--- config.mk ---
export PLATFORM = sky130hd
export DESIGN_NAME = obstacle_scheduler
export DESIGN_NICKNAME = d
export VERILOG_FILES = /design/src/rtl/obstacle_scheduler.sv
export SDC_FILE = /design/constraint.sdc
export NUM_CORES = 1
export LEC_CHECK = 0
export CAP_MARGIN = 30
export CORE_ASPECT_RATIO = 0.7
export CORE_MARGIN = 2
export CORE_UTILIZATION = 60
export DETAILED_ROUTE_END_ITERATION = 7
export PLACE_DENSITY_LB_ADDON = 0.25
export SYNTH_ARGS = -nofsm -noshare
export SYNTH_HDL_FRONTEND = slang
export SYNTH_SLANG_ARGS = --single-unit
--- constraint.sdc ---
create_clock -name clk -period 4 [get_ports clk]
set_input_delay 1.2 -clock clk [delete_from_list [all_inputs] [get_ports clk]]
set_output_delay 1.2 -clock clk [all_outputs]
set_load 0.02 [all_outputs]
--- src/rtl/obstacle_scheduler.sv ---
// Obstacle spawn scheduler: gap-timed, collision-free release pulses to NSLOT obstacle slots.
// Optional SCHED_SPEEDUP_EN shortens the non-first gap by one tick per 8 spawns (floor MIN_GAP/2).

module obstacle_scheduler_slot (
    input  logic busy,
    input  logic lower_free,
    output logic grant,
    output logic free_out
);
    assign grant    = ~busy & ~lower_free;
    assign free_out = lower_free | ~busy;
endmodule

module obstacle_scheduler #(
    parameter int          NSLOT          = 3,
    parameter int          FIRST_GAP      = 96,
    parameter int          MIN_GAP        = 48,
    parameter int          GAP_RANGE_BITS = 5,
    parameter int          NUM_TYPES      = 6,
    parameter logic [15:0] LFSR_SEED      = 16'hACE1
) (
    input  logic             clk,
    input  logic             rst,
    input  logic             moveTick,
    input  logic [1:0]       gameState,
    input  logic [NSLOT-1:0] slot_busy,
    output logic [NSLOT-1:0] spawn,
    output logic [3:0]       spawn_sel,
    output logic [7:0]       spawn_count,
    output logic             stall
);
    typedef enum logic [2:0] {IDLE, LOAD, COUNT, ARB, SPAWN} state_t;

    typedef struct packed {
        logic [NSLOT-1:0] spawn;
        logic [3:0]       sel;
        logic [7:0]       count;
        logic             stall;
    } sched_out_t;

    localparam logic [15:0] GAP_MASK = 16'((32'd1 << GAP_RANGE_BITS) - 32'd1);

    state_t      state_q, state_d;
    sched_out_t  out_q, out_d;
    logic [15:0] gap_q, gap_d;
    logic        first_q, first_d;
    logic [15:0] lfsr_q;
    logic        run;

    assign run = (gameState == 2'b10);

    // Galois LFSR runs every clock so gap/type draws depend on timing, not just spawn index.
    always_ff @(posedge clk or negedge rst) begin
        if (!rst) lfsr_q <= LFSR_SEED;
        else      lfsr_q <= (lfsr_q >> 1) ^ (lfsr_q[0] ? 16'hB400 : 16'h0000);
    end

    logic [NSLOT-1:0] grant;
    logic [NSLOT:0]   lower_free;
    logic             any_free;

    assign lower_free[0] = 1'b0;
    generate
        for (genvar i = 0; i < NSLOT; i++) begin : g_slot
            obstacle_scheduler_slot u_slot (
                .busy       (slot_busy[i]),
                .lower_free (lower_free[i]),
                .grant      (grant[i]),
                .free_out   (lower_free[i+1])
            );
        end
    endgenerate
    assign any_free = lower_free[NSLOT];

    logic [15:0] rand_gap, load_gap;
    assign rand_gap = 16'(MIN_GAP) + (lfsr_q & GAP_MASK);

`ifdef SCHED_SPEEDUP_EN
    logic [15:0] gap_cut, gap_floor;
    assign gap_cut   = {11'd0, out_q.count[7:3]};
    assign gap_floor = 16'(MIN_GAP / 2);
    assign load_gap  = (rand_gap >= gap_floor + gap_cut) ? rand_gap - gap_cut : gap_floor;
`else
    assign load_gap = rand_gap;
`endif

    // Fold 3 LFSR bits into 0..NUM_TYPES-1 with a single subtract.
    logic [3:0] type_raw, type_sel;
    assign type_raw = {1'b0, lfsr_q[2:0]};
    assign type_sel = (type_raw >= 4'(NUM_TYPES)) ? type_raw - 4'(NUM_TYPES) : type_raw;

    always_comb begin
        state_d       = state_q;
        gap_d         = gap_q;
        first_d       = first_q;
        out_d         = out_q;
        out_d.spawn   = '0;
        if (!run) begin
            state_d     = IDLE;
            out_d.stall = 1'b0;
            out_d.count = 8'd0;
            first_d     = 1'b1;
        end else begin
            case (state_q)
                IDLE:  state_d = LOAD;
                LOAD: begin
                    gap_d   = first_q ? 16'(FIRST_GAP) : load_gap;
                    first_d = 1'b0;
                    state_d = COUNT;
                end
                COUNT: begin
                    if (gap_q == 16'd0) begin
                        state_d = ARB;
                    end else if (moveTick) begin
                        gap_d = gap_q - 16'd1;
                        if (gap_q == 16'd1) state_d = ARB;
                    end
                end
                ARB: begin
                    if (any_free) begin
                        out_d.spawn = grant;
                        out_d.sel   = type_sel;
                        out_d.stall = 1'b0;
                        state_d     = SPAWN;
                    end else begin
                        out_d.stall = 1'b1;
                    end
                end
                SPAWN: begin
                    if (out_q.count != 8'hFF) out_d.count = out_q.count + 8'd1;
                    state_d = LOAD;
                end
                default: state_d = IDLE;
            endcase
        end
    end

    always_ff @(posedge clk or negedge rst) begin
        if (!rst) begin
            state_q <= IDLE;
            out_q   <= '0;
            gap_q   <= 16'd0;
            first_q <= 1'b1;
        end else begin
            state_q <= state_d;
            out_q   <= out_d;
            gap_q   <= gap_d;
            first_q <= first_d;
        end
    end

    assign spawn       = out_q.spawn;
    assign spawn_sel   = out_q.sel;
    assign spawn_count = out_q.count;
    assign stall       = out_q.stall;

endmodule

=== Yosys cells after proc, flatten, opt, wreduce, memory -nomap -nowiden ===
Cells that the tools add are included.

* Register bits: 52
* Output and inout port bits: 16
* Word-level logic and storage cells: 68

* $add $sub $neg: 4
* Order comparisons: 1
* Equal/unequal tests: 16
* Mux-type cells: 22
* Bitwise gates (word level): 9
* Reduce and logical (&&, ||, !) cells: 8

{| class="wikitable"
|+ Operators with widths
! kind !! count
|-
| $mux 16 || 3
|-
| $pmux 16 s2 || 1
|-
| $mux 7 || 4
|-
| $eq 16x1->1 const B || 1
|-
| $logic_not 16->1 || 1
|-
| $mux 8 || 2
|-
| $sub 16x1->16 const B || 1
|-
| $xor 15x16->16 || 1
|-
| $mux 3 || 5
|-
| $pmux 3 s4 || 1
|-
| $mux 9 || 1
|-
| $add 8x1->8 const B || 1
|-
| $ne 2x1->1 const B || 4
|-
| $ne 4x4->1 const B || 2
|-
| $ne 8x8->1 const B || 1
|-
| $add 6x5->7 const A || 1
|-
| $eq 3x2->1 const B || 2
|-
| $reduce_and 3->1 || 2
|-
| $mux 1 || 4
|-
| $mux 4 || 1
|-
| $ne 2x2->1 const B || 2
|-
| $not 1->1 || 4
|-
| $reduce_and 4->1 || 1
|-
| $sub 3x3->4 const B || 1
|-
| 11 further kinds || 13
|}

=== Depth between registers and ports, before layout ===
Gate-level depths: netlist of the first run.

* Word-level depth: 7
* Mapped depth: 7
* Gate-level depth less buffers: 6

=== Hierarchy ===
From an unflattened synthesis of the first run, not the netlist that was laid out.

* Cell total of the unflattened synthesis: 233
* Area total of the unflattened synthesis: 2372.3 um2

{| class="wikitable"
|+ Modules (own cells, without submodules)
! module !! instances !! cells each !! area an instance (um2) !! seq. area each (um2)
|-
| obstacle_scheduler || 1 || 227 || 2342.2 || 1312.5
|-
| obstacle_scheduler_slot || 3 || 2 || 10.0 || 0.0
|}

=== Least setup slack after synthesis of the first run ===
Ideal clock, no wire load.

* Kind: in2reg
* Start point: input port gameState[0]
* End point: register gap_q[1]
* Library setup time: 0.125 ns
* Data arrival time: 2.269 ns
* Path slack: 1.606 ns
* Stages: 5
* Buffers on the path: 1
* Cell sequence: nand2b_1 -> a211o_1 -> buf_4 -> a21oi_4 -> mux2_4

* Word-level cells in the longest chain between the ends: 2

{| class="wikitable"
|+ Ends and longest elaborated chain
! item !! RTL line !! RTL
|-
| from (decl) || 25 || <nowiki>input logic [1:0] gameState,</nowiki>
|-
| $eq 2x2->1 || 50 || <nowiki>assign run = (gameState == 2'b10);</nowiki>
|-
| $reduce_and 4->1 (no line) || n/a ||
|-
| to (signal assigned) || 147 || <nowiki>gap_q <= gap_d;</nowiki>
|-
| to (decl) || 45 || <nowiki>logic [15:0] gap_q, gap_d;</nowiki>
|}

Every way passes these cells.
A chain may end at the register's enable or synchronous reset.

=== Worst setup path after layout of the first run ===
* Start point: input port gameState[0]
* End point: register gap_q[15]

Same word-level chain as after synthesis.

==> results of run 1 <==
## through the flow
step | utilization | total power [W] | instance area, um^2
floorplan | - | 0.000664 | 2610
global placement | 0.668 | 0.000705 | 2840
detailed placement | 0.668 | 0.000708 | 2840
CTS | 0.691 | 0.00102 | 2940
global route | 0.692 | 0.00106 | 2940
finish | 0.692 | 0.00102 | 2940
## path summary, 6_finish.rpt
| path | cells after the start | end | slack [ps] | start |
|---|---|---|---|---|
| min reg2reg | 0 | lfsr_q[8]$_DFF_PN0_ | 360 | lfsr_q[9]$_DFF_PN0_ |
| max in group asynchronous | 2 | first_q$_DFFE_PN1P_ | 2310 | rst |
| min in group asynchronous | 1 | gap_q[9]$_DFFE_PN0P_ | 910 | rst |
| max | 5 | gap_q[15]$_DFFE_PN0P_ | 970 | gameState[0] |
| max reg2reg | 6 | gap_q[11]$_DFFE_PN0P_ | 1870 | gap_q[1]$_DFFE_PN0P_ |
| min | 0 | lfsr_q[8]$_DFF_PN0_ | 360 | lfsr_q[9]$_DFF_PN0_ |
## cells by family (layout without fill, tap and decap cells)
family	after synthesis	after routing	share of synthesized area
AND/OR/NAND/NOR	81	81	0.222
AO/OA/AOI/OAI	61	61	0.174
flip-flops	52	52	0.503
buffers and inverters	18	42	0.0398
multiplexers	7	7	0.0302
XOR/XNOR	5	5	0.0168
adder cells (fa/ha/maj)	3	3	0.0144
## registers in the layout, indices dropped and copies added (netlist names)
| register | flops |
|---|---|
| gap_q | 16 |
| spawn | 3 |
| stall | 1 |
| spawn_sel | 4 |
| state_q | 3 |
| lfsr_q | 16 |
| spawn_count | 8 |
| first_q | 1 |
## power by group
group | switching [W] | internal [W]
sequential | 0.0000269 | 0.000541
combinational | 0.0000807 | 0.0000531
clock | 0.000190 | 0.000129
total | 0.000298 | 0.000722
## synthesized netlist by cell type, types with 3 or more instances
cell / n
ha_1: 3
dfstp_2: 9
o31a_1: 3
nand2b_1: 6
nand2_1: 8
nor2b_1: 4
a32o_1: 3
nor3_1: 5
nor4_1: 4
mux2_2: 3
nor2_1: 13
a21oi_1: 12
dfrtp_1: 43
a22o_1: 3
xor2_1: 3
nand4_1: 3
nand3_1: 8
or4_1: 5
or3_1: 3
buf_6: 4
inv_1: 8
o31ai_1: 4
clkbuf_1: 3
mux2i_1: 3
o221ai_1: 5
o21ai_0: 13
a22oi_1: 4
## layout make-up
| type | instances | area share |
|---|---|---|
| clock buffers | 5 | 0.0234 |
| inverters | 8 | 0.0102 |
| clock inverters | 3 | 0.00935 |
| well taps | 55 | 0.0234 |
| flip-flops and latches | 52 | 0.446 |
| repair buffers | 26 | 0.0833 |
| multi-input cells | 157 | 0.405 |
## per-layer routing
layer	global-route usage	vias up	share of wire
met5	0	-	0
met4	0.0679	0	0.010
met3	0.0625	8	0.073
met2	0.324	75	0.41
met1	0.367	924	0.51
li1	-	903	-
## worst max-delay path: cells and delay by family
family                 cells  cell delay, ps
buffers and inverters      1             410
and+or+nand+nor            2             950
AOI/OAI and AO/OA          2             700
==> impl_metrics.env, run 1 <==
export IMPL_status="complete, no violations"
export IMPL_fin_ws_ps=975
export IMPL_drive_gt1_frac=0.163
export IMPL_cts_tree="built"
export IMPL_insertion_delay_ps=310
export IMPL_path_cells="clkdlybuf4s50_1 > nand2b_1 > a211o_1 > or4_1 > a21boi_1"
export IMPL_antenna_found_initial=0
export IMPL_mostFrequentLayoutCells="dfrtp_1, clkdlybuf4s50_1, nor2_1, o21ai_0, a21oi_1"
export IMPL_dp_cells=297
export IMPL_synth_fp_nets=238
export IMPL_ff_latch_area_um2=1310
export IMPL_num_antenna_cells=0
export IMPL_synth_seq_cells=52
export IMPL_num_io_pins=24
export IMPL_row_count=20
export IMPL_p_leak_nw=1.23
export IMPL_multiInputGateArea_um2=1190
export IMPL_totalWireLength_um=5260
export IMPL_finalHoldViolations=0
export IMPL_finalSetupTns_ps=0
export IMPL_grt_pass1_wl_um=8600
export IMPL_grt_usage=0.236
export IMPL_hold_class="reg2reg"
export IMPL_stdcell_count=306
export IMPL_place_congestion=0.854
export IMPL_ys_warn_count=0
export IMPL_synth_seq_area_share=0.503
export IMPL_coreArea_um2=4250
export IMPL_period_share=0.756
export IMPL_portBuffers=23
export IMPL_wire_per_inst_um=17.2
export IMPL_nFillCells=327
export IMPL_ys_async_sr_fraction=1.00
export IMPL_synth_area_um2=2610
export IMPL_rsz0062_at_grt="false"
export IMPL_peakVddDrop_mv=0.232
export IMPL_start_kind="input pin"
export IMPL_avgSynthCellArea_um2=11.5
export IMPL_cts_sinks=52
export IMPL_die_area_um2=4900
export IMPL_power_per_cell_area_nw_per_um2=346
export IMPL_required_ps=4240
export IMPL_report_final_setup_viol=0
export IMPL_initial_core_util=0.613
export IMPL_timing_hold_ws_ps=357
export IMPL_fin_crit_ps=3030
export IMPL_crit_fanout=12
export IMPL_hpwl_um=3600
export IMPL_ys_types=61
export IMPL_cts_max_level=2
export IMPL_grt_max_degree=32
export IMPL_cts_resized=0
export IMPL_worst_pin_slew_ps=784
export IMPL_clock_path_buffers=2
export IMPL_synth_area_top_cells="dfrtp_1, dfstp_2, o21ai_0"
export IMPL_area_growth_syn_to_layout_pct=12.9
export IMPL_cap_violations=0
export IMPL_clock_root_buffer="clkbuf_8"
export IMPL_slowest_delay_ps=570
export IMPL_endpoint_kind="flip-flop"
export IMPL_synth_edff_count=0
export IMPL_relSlewSlack=0.473
export IMPL_synth_top_area_frac=0.413
export IMPL_fin_skew_ps=5.39
export IMPL_place_ws_ps=669
export IMPL_final_antenna_net_count=0
export IMPL_cts_reportedPaths_clkPinSlew_ps=100
export IMPL_crit_type="in2reg"
export IMPL_max_freq_mhz=331
export IMPL_die_height_um=59.2
export IMPL_cts_hold_buf=0
export IMPL_synthFlopType="dfrtp_1"
export IMPL_fin_nets=261
export IMPL_grt_pass1_vias=1767
export IMPL_final_max_slew_violation_count=0
export IMPL_die_w_um=82.8
export IMPL_overflow=0
export IMPL_drtIter0Drc=184
export IMPL_via_per_inst=6.24
export IMPL_final_common_cell="dfrtp_1"
export IMPL_dr_pass1_iters=4
export IMPL_drc=0
export IMPL_cts_made_buffers=5
export IMPL_synthCells=227
export IMPL_worstPathArrival_ps=3260
export IMPL_post_cts_buffers=0
export IMPL_vias=1910
export IMPL_yosysTopAreaCell="dfrtp_1"
export IMPL_cp_slowest_cell="or4_1"
(Power assumes the default switching activity.)
==> run 2: changes to the inputs <==
--- a/config.mk
+++ b/config.mk
@@ -8,7 +8,7 @@
 export CAP_MARGIN = 30
 export CORE_ASPECT_RATIO = 0.7
 export CORE_MARGIN = 2
-export CORE_UTILIZATION = 60
+export CORE_UTILIZATION = 51
 export DETAILED_ROUTE_END_ITERATION = 7
 export PLACE_DENSITY_LB_ADDON = 0.25
 export SYNTH_ARGS = -nofsm -noshare
==> constraint.sdc (replaced) <==
create_clock -name clk -period 2.7 [get_ports clk]
set_input_delay 0.81 -clock clk [delete_from_list [all_inputs] [get_ports clk]]
set_output_delay 0.81 -clock clk [all_outputs]
set_load 0.02 [all_outputs]
==> impl_metrics.env, run 2 (same netlist as run 1, synthesis figures left out) <==
export IMPL_status="complete, no violations"
export IMPL_p_leak_nw=1.25
export IMPL_cts_reportedPaths_clkPinSlew_ps=100
export IMPL_ff_latch_area_um2=1310
export IMPL_cap_violations=0
export IMPL_fin_skew_ps=3.68
export IMPL_final_antenna_net_count=0
export IMPL_fin_crit_ps=2220
export IMPL_hpwl_um=3660
export IMPL_grt_pass1_wl_um=8660
export IMPL_coreArea_um2=4860
export IMPL_slowest_delay_ps=520
export IMPL_cts_hold_buf=0
export IMPL_insertion_delay_ps=310
export IMPL_dp_cells=317
export IMPL_path_cells="inv_1 > ha_1 > nor3b_1 > nand3_1 > nor4_2 > mux2i_1"
export IMPL_num_antenna_cells=0
export IMPL_cts_resized=0
export IMPL_clock_root_buffer="clkbuf_8"
export IMPL_rsz0062_at_grt="false"
export IMPL_die_height_um=63.8
export IMPL_hold_class="reg2reg"
export IMPL_worstHoldPathCells=0
export IMPL_post_cts_buffers=0
export IMPL_timing_hold_ws_ps=361
export IMPL_relSlewSlack=0.464
export IMPL_crit_fanout=7
export IMPL_finalHoldViolations=0
export IMPL_report_final_setup_viol=0
export IMPL_grt_pass1_vias=1717
export IMPL_cts_tree="built"
export IMPL_final_common_cell="dfrtp_1"
export IMPL_worstPathArrival_ps=2460
export IMPL_endpoint_kind="flip-flop"
export IMPL_power_w=0.00151
export IMPL_nFillCells=414
export IMPL_start_kind="flip-flop"
export IMPL_reg2reg_depth=6
export IMPL_die_area_um2=5710
export IMPL_cts_max_level=2
export IMPL_finalSetupTns_ps=0
export IMPL_fin_nets=266
export IMPL_drc=0
export IMPL_final_max_slew_violation_count=0
export IMPL_peakVddDrop_mv=0.296
export IMPL_initial_core_util=0.536
export IMPL_final_cell_area_um2=3000
export IMPL_vias=1837
export IMPL_cts_sinks=52
export IMPL_required_ps=2940
export IMPL_portBuffers=23
export IMPL_grt_max_degree=53
export IMPL_overflow=0
export IMPL_stdcell_count=325
export IMPL_clock_path_buffers=2
export IMPL_mostFrequentLayoutCells="dfrtp_1, clkdlybuf4s50_1, nor2_1, o21ai_0, a21oi_1"
export IMPL_antenna_found_initial=0
export IMPL_crit_cells=6
export IMPL_multiInputGateArea_um2=1190
export IMPL_wire_per_inst_um=15.6
export IMPL_power_per_cell_area_nw_per_um2=503
export IMPL_cts_made_buffers=5
export IMPL_path_buf_inv=1
export IMPL_drive_gt1_frac=0.180
export IMPL_area_growth_syn_to_layout_pct=15.1
export IMPL_crit_family="simple AND/OR/NAND/NOR gates"
export IMPL_place_congestion=0.923
export IMPL_num_io_pins=24
export IMPL_period_share=0.821
export IMPL_totalWireLength_um=5090
export IMPL_dpl_cell_area_um2=2910
export IMPL_grt_usage=0.200
export IMPL_die_w_um=89.5
export IMPL_drtIter0Drc=114
export IMPL_cp_slowest_cell="nor3b_1"
export IMPL_crit_type="reg2reg"
export IMPL_max_freq_mhz=451
export IMPL_dr_pass1_iters=4
export IMPL_worst_pin_slew_ps=797
export IMPL_via_per_inst=5.65
export IMPL_row_count=21
## run 2: cell types whose count changed in the layout (fill, tap and decap cells not counted), sizes merged
cell,change
buf,+6
clkbuf,-1
## run 2: cell type report
cell class              instances  share of cell area
inverters                       8              0.0100
clock inverters                 3             0.00917
repair buffers                 31              0.0950
well taps                      69              0.0288
flip-flops and latches         52               0.437
multi-input cells             157               0.397
clock buffers                   5              0.0229
## run 2: path summary, 6_finish.rpt
kind,from,endpoint,slack [ps]
hold reg to reg,lfsr_q[6]$_DFF_PN1_,lfsr_q[5]$_DFF_PN1_,360
min in group asynchronous,rst,gap_q[10]$_DFFE_PN0P_,590
setup reg to reg,gap_q[0]$_DFFE_PN0P_,gap_q[12]$_DFFE_PN0P_,480
setup / recovery,gap_q[0]$_DFFE_PN0P_,gap_q[12]$_DFFE_PN0P_,480
hold / removal,lfsr_q[6]$_DFF_PN1_,lfsr_q[5]$_DFF_PN1_,360
max in group asynchronous,rst,spawn_count[7]$_DFFE_PN0P_,1680
## run 2: per-stage QoR
step	worst slack, ps	util
floorplan	696	-
global placement	224	0.598
detailed placement	199	0.598
CTS	484	0.618
global route	260	0.618
finish	484	0.618
## run 2: worst reg2reg max path: stages, from the launching register on
cell and delay (ps):
dfrtp_1 470, inv_1 90, ha_1 280, nor3b_1 520, nand3_1 330, nor4_2 250, mux2i_1 200
## run 2: routing by layer
layer  track usage  up-vias  share of wire
met1         0.335      868           0.55
met5             0        -              0
met4        0.0616        0          0.013
met3        0.0581        8          0.062
li1              -      911              -
met2         0.241       50           0.37
## run 2: power breakdown
group	leakage, nW	switching, W	internal (W)	total [W]
Clock	0.0463	0.000276	0.000191	0.000466
Combinational	0.530	0.000120	0.0000818	0.000201
Sequential	0.678	0.0000404	0.000801	0.000841
==> run 3: changes to the inputs <==
==> constraint.sdc (replaced) <==
create_clock -name clk -period 1.85 [get_ports clk]
set_input_delay 0.555 -clock clk [delete_from_list [all_inputs] [get_ports clk]]
set_output_delay 0.555 -clock clk [all_outputs]
set_load 0.02 [all_outputs]
==> impl_metrics.env, run 3 (same netlist as run 1, synthesis figures left out) <==
export IMPL_status="complete, no violations"
export IMPL_die_area_um2=5710
export IMPL_coreArea_um2=4860
export IMPL_relSlewSlack=0.751
export IMPL_finalSetupTns_ps=0
export IMPL_p_int_w=0.00168
export IMPL_period_share=0.977
export IMPL_switchingPower_w=0.000706
export IMPL_cts_reportedPaths_clkPinSlew_ps=110
export IMPL_hpwl_um=4250
export IMPL_antenna_found_initial=0
export IMPL_portBuffers=23
export IMPL_vias=2088
export IMPL_totalWireLength_um=6120
export IMPL_worstPathArrival_ps=2020
export IMPL_insertion_delay_ps=320
export IMPL_fin_crit_ps=1810
export IMPL_overflow=0
export IMPL_required_ps=2060
export IMPL_rsz0062_at_grt="true"
export IMPL_max_freq_mhz=553
export IMPL_cap_violations=0
export IMPL_fin_skew_ps=8.82
export IMPL_rrSetupSlack_ps=40
export IMPL_power_per_cell_area_nw_per_um2=692
export IMPL_clock_root_buffer="clkbuf_8"
export IMPL_wire_per_inst_um=16.8
export IMPL_final_antenna_net_count=0
export IMPL_drc=0
export IMPL_drtIter0Drc=116
export IMPL_worst_pin_slew_ps=372
export IMPL_endpoint_kind="flip-flop"
export IMPL_finalHoldViolations=0
export IMPL_cts_max_level=2
export IMPL_reg2reg_to="gap_q[9]$_DFFE_PN0P_"
export IMPL_place_congestion=0.911
export IMPL_post_route_util=0.708
export IMPL_grt_pass1_wl_um=9650
export IMPL_peakVddDrop_mv=0.660
export IMPL_report_final_setup_viol=0
export IMPL_grt_usage=0.224
export IMPL_mostFrequentLayoutCells="dfrtp_1, buf_4, nor2_1"
export IMPL_num_io_pins=24
export IMPL_cts_hold_buf=0
export IMPL_grt_max_degree=30
export IMPL_clock_path_buffers=2
export IMPL_p_leak_nw=1.64
export IMPL_fin_ws_ps=41.8
export IMPL_area_growth_syn_to_layout_pct=32.1
export IMPL_dr_pass1_iters=4
export IMPL_reg2reg_depth=5
export IMPL_cts_made_buffers=5
export IMPL_place_ws_ps=-455
export IMPL_via_per_inst=5.74
export IMPL_row_count=21
export IMPL_num_antenna_cells=0
export IMPL_r2r_start="gap_q[0]$_DFFE_PN0P_"
export IMPL_grt_pass1_vias=1920
export IMPL_fin_nets=305
export IMPL_cts_sinks=52
export IMPL_die_height_um=63.8
export IMPL_cts_tree="built"
export IMPL_stdcell_count=364
export IMPL_initial_core_util=0.536
export IMPL_crit_type="reg2reg"
export IMPL_swShare=0.296
export IMPL_start_kind="flip-flop"
export IMPL_dp_cells=346
export IMPL_final_max_slew_violation_count=0
export IMPL_power_frac_comb=0.194
export IMPL_drive_gt1_frac=0.325
export IMPL_seq_power_share=0.515
export IMPL_hold_class="in2async"
export IMPL_crit_fanout=4
export IMPL_clock_power_share=0.290
export IMPL_die_w_um=89.5
## run 3: worst max path at each step
| stage | startpoint | end | slack [ps] | depth (start not counted) |
|---|---|---|---|---|
| detailed placement | moveTick | gap_q[12]$_DFFE_PN0P_ | -450 | 6 |
| floorplan | gap_q[0]$_DFFE_PN0P_ | gap_q[11]$_DFFE_PN0P_ | 2 | 6 |
| global placement | moveTick | gap_q[11]$_DFFE_PN0P_ | -360 | 6 |
| finish | gap_q[0]$_DFFE_PN0P_ | gap_q[9]$_DFFE_PN0P_ | 40 | 5 |
| global route | state_q[1]$_DFFE_PN0P_ | spawn_count[3]$_DFFE_PN0P_ | -30 | 7 |
| CTS | gap_q[1]$_DFFE_PN0P_ | gap_q[11]$_DFFE_PN0P_ | -3 | 6 |
## run 3: metrics by stage
step           hold slack [ps]  total power (W)  cell area [um^2]
2_1_floorplan              259          0.00144              2610
3_3_place_gp               335          0.00161              3150
3_5_place_dp               337          0.00162              3150
4_1_cts                    126          0.00232              3260
5_1_grt                    127          0.00250              3440
6_report                   126          0.00238              3440
## run 3: area by class of cell
| type | instances | area [um^2] |
|---|---|---|
| fillers | 356 | 1420 |
| inverters | 8 | 30.0 |
| well taps | 69 | 86.3 |
| repair buffers | 70 | 633 |
| clock inverters | 3 | 27.5 |
| flip-flops and latches | 52 | 1320 |
| multi-input cells | 157 | 1280 |
| clock buffers | 5 | 68.8 |
## run 3: layer usage
layer	vias up	global-route usage	routed length [um]
met3	9	0.0633	479
li1	994	-	-
met4	0	0.0541	68
met1	1008	0.359	3040
met5	-	0	0
met2	77	0.295	2540
## run 3: worst max-delay path: stages, from the launching register on
cell and delay, ps:
dfrtp_1 410, buf_4 170, or4_1 610, nor3_2 210, o21ai_0 100, a32o_1 200
## run 3: power by group through the flow
stage / clock network, W / logic (W) / registers, W
global route: 0.000769 / 0.000494 / 0.00124
floorplan: 0 / 0.000209 / 0.00123
global placement: 0 / 0.000377 / 0.00124
detailed placement: 0 / 0.000380 / 0.00124
finish: 0.000692 / 0.000463 / 0.00123
CTS: 0.000707 / 0.000390 / 0.00122
## run 3: what timing repair did
item | 4_1_cts | 5_1_grt
setup endpoints to repair | 24 | 21
resized for setup | 16 | 22
setup buffers | 0 | 9
pin swaps | 1 | 9
gates cloned | 0 | 1
endpoints found under the hold margin | 0 | 0
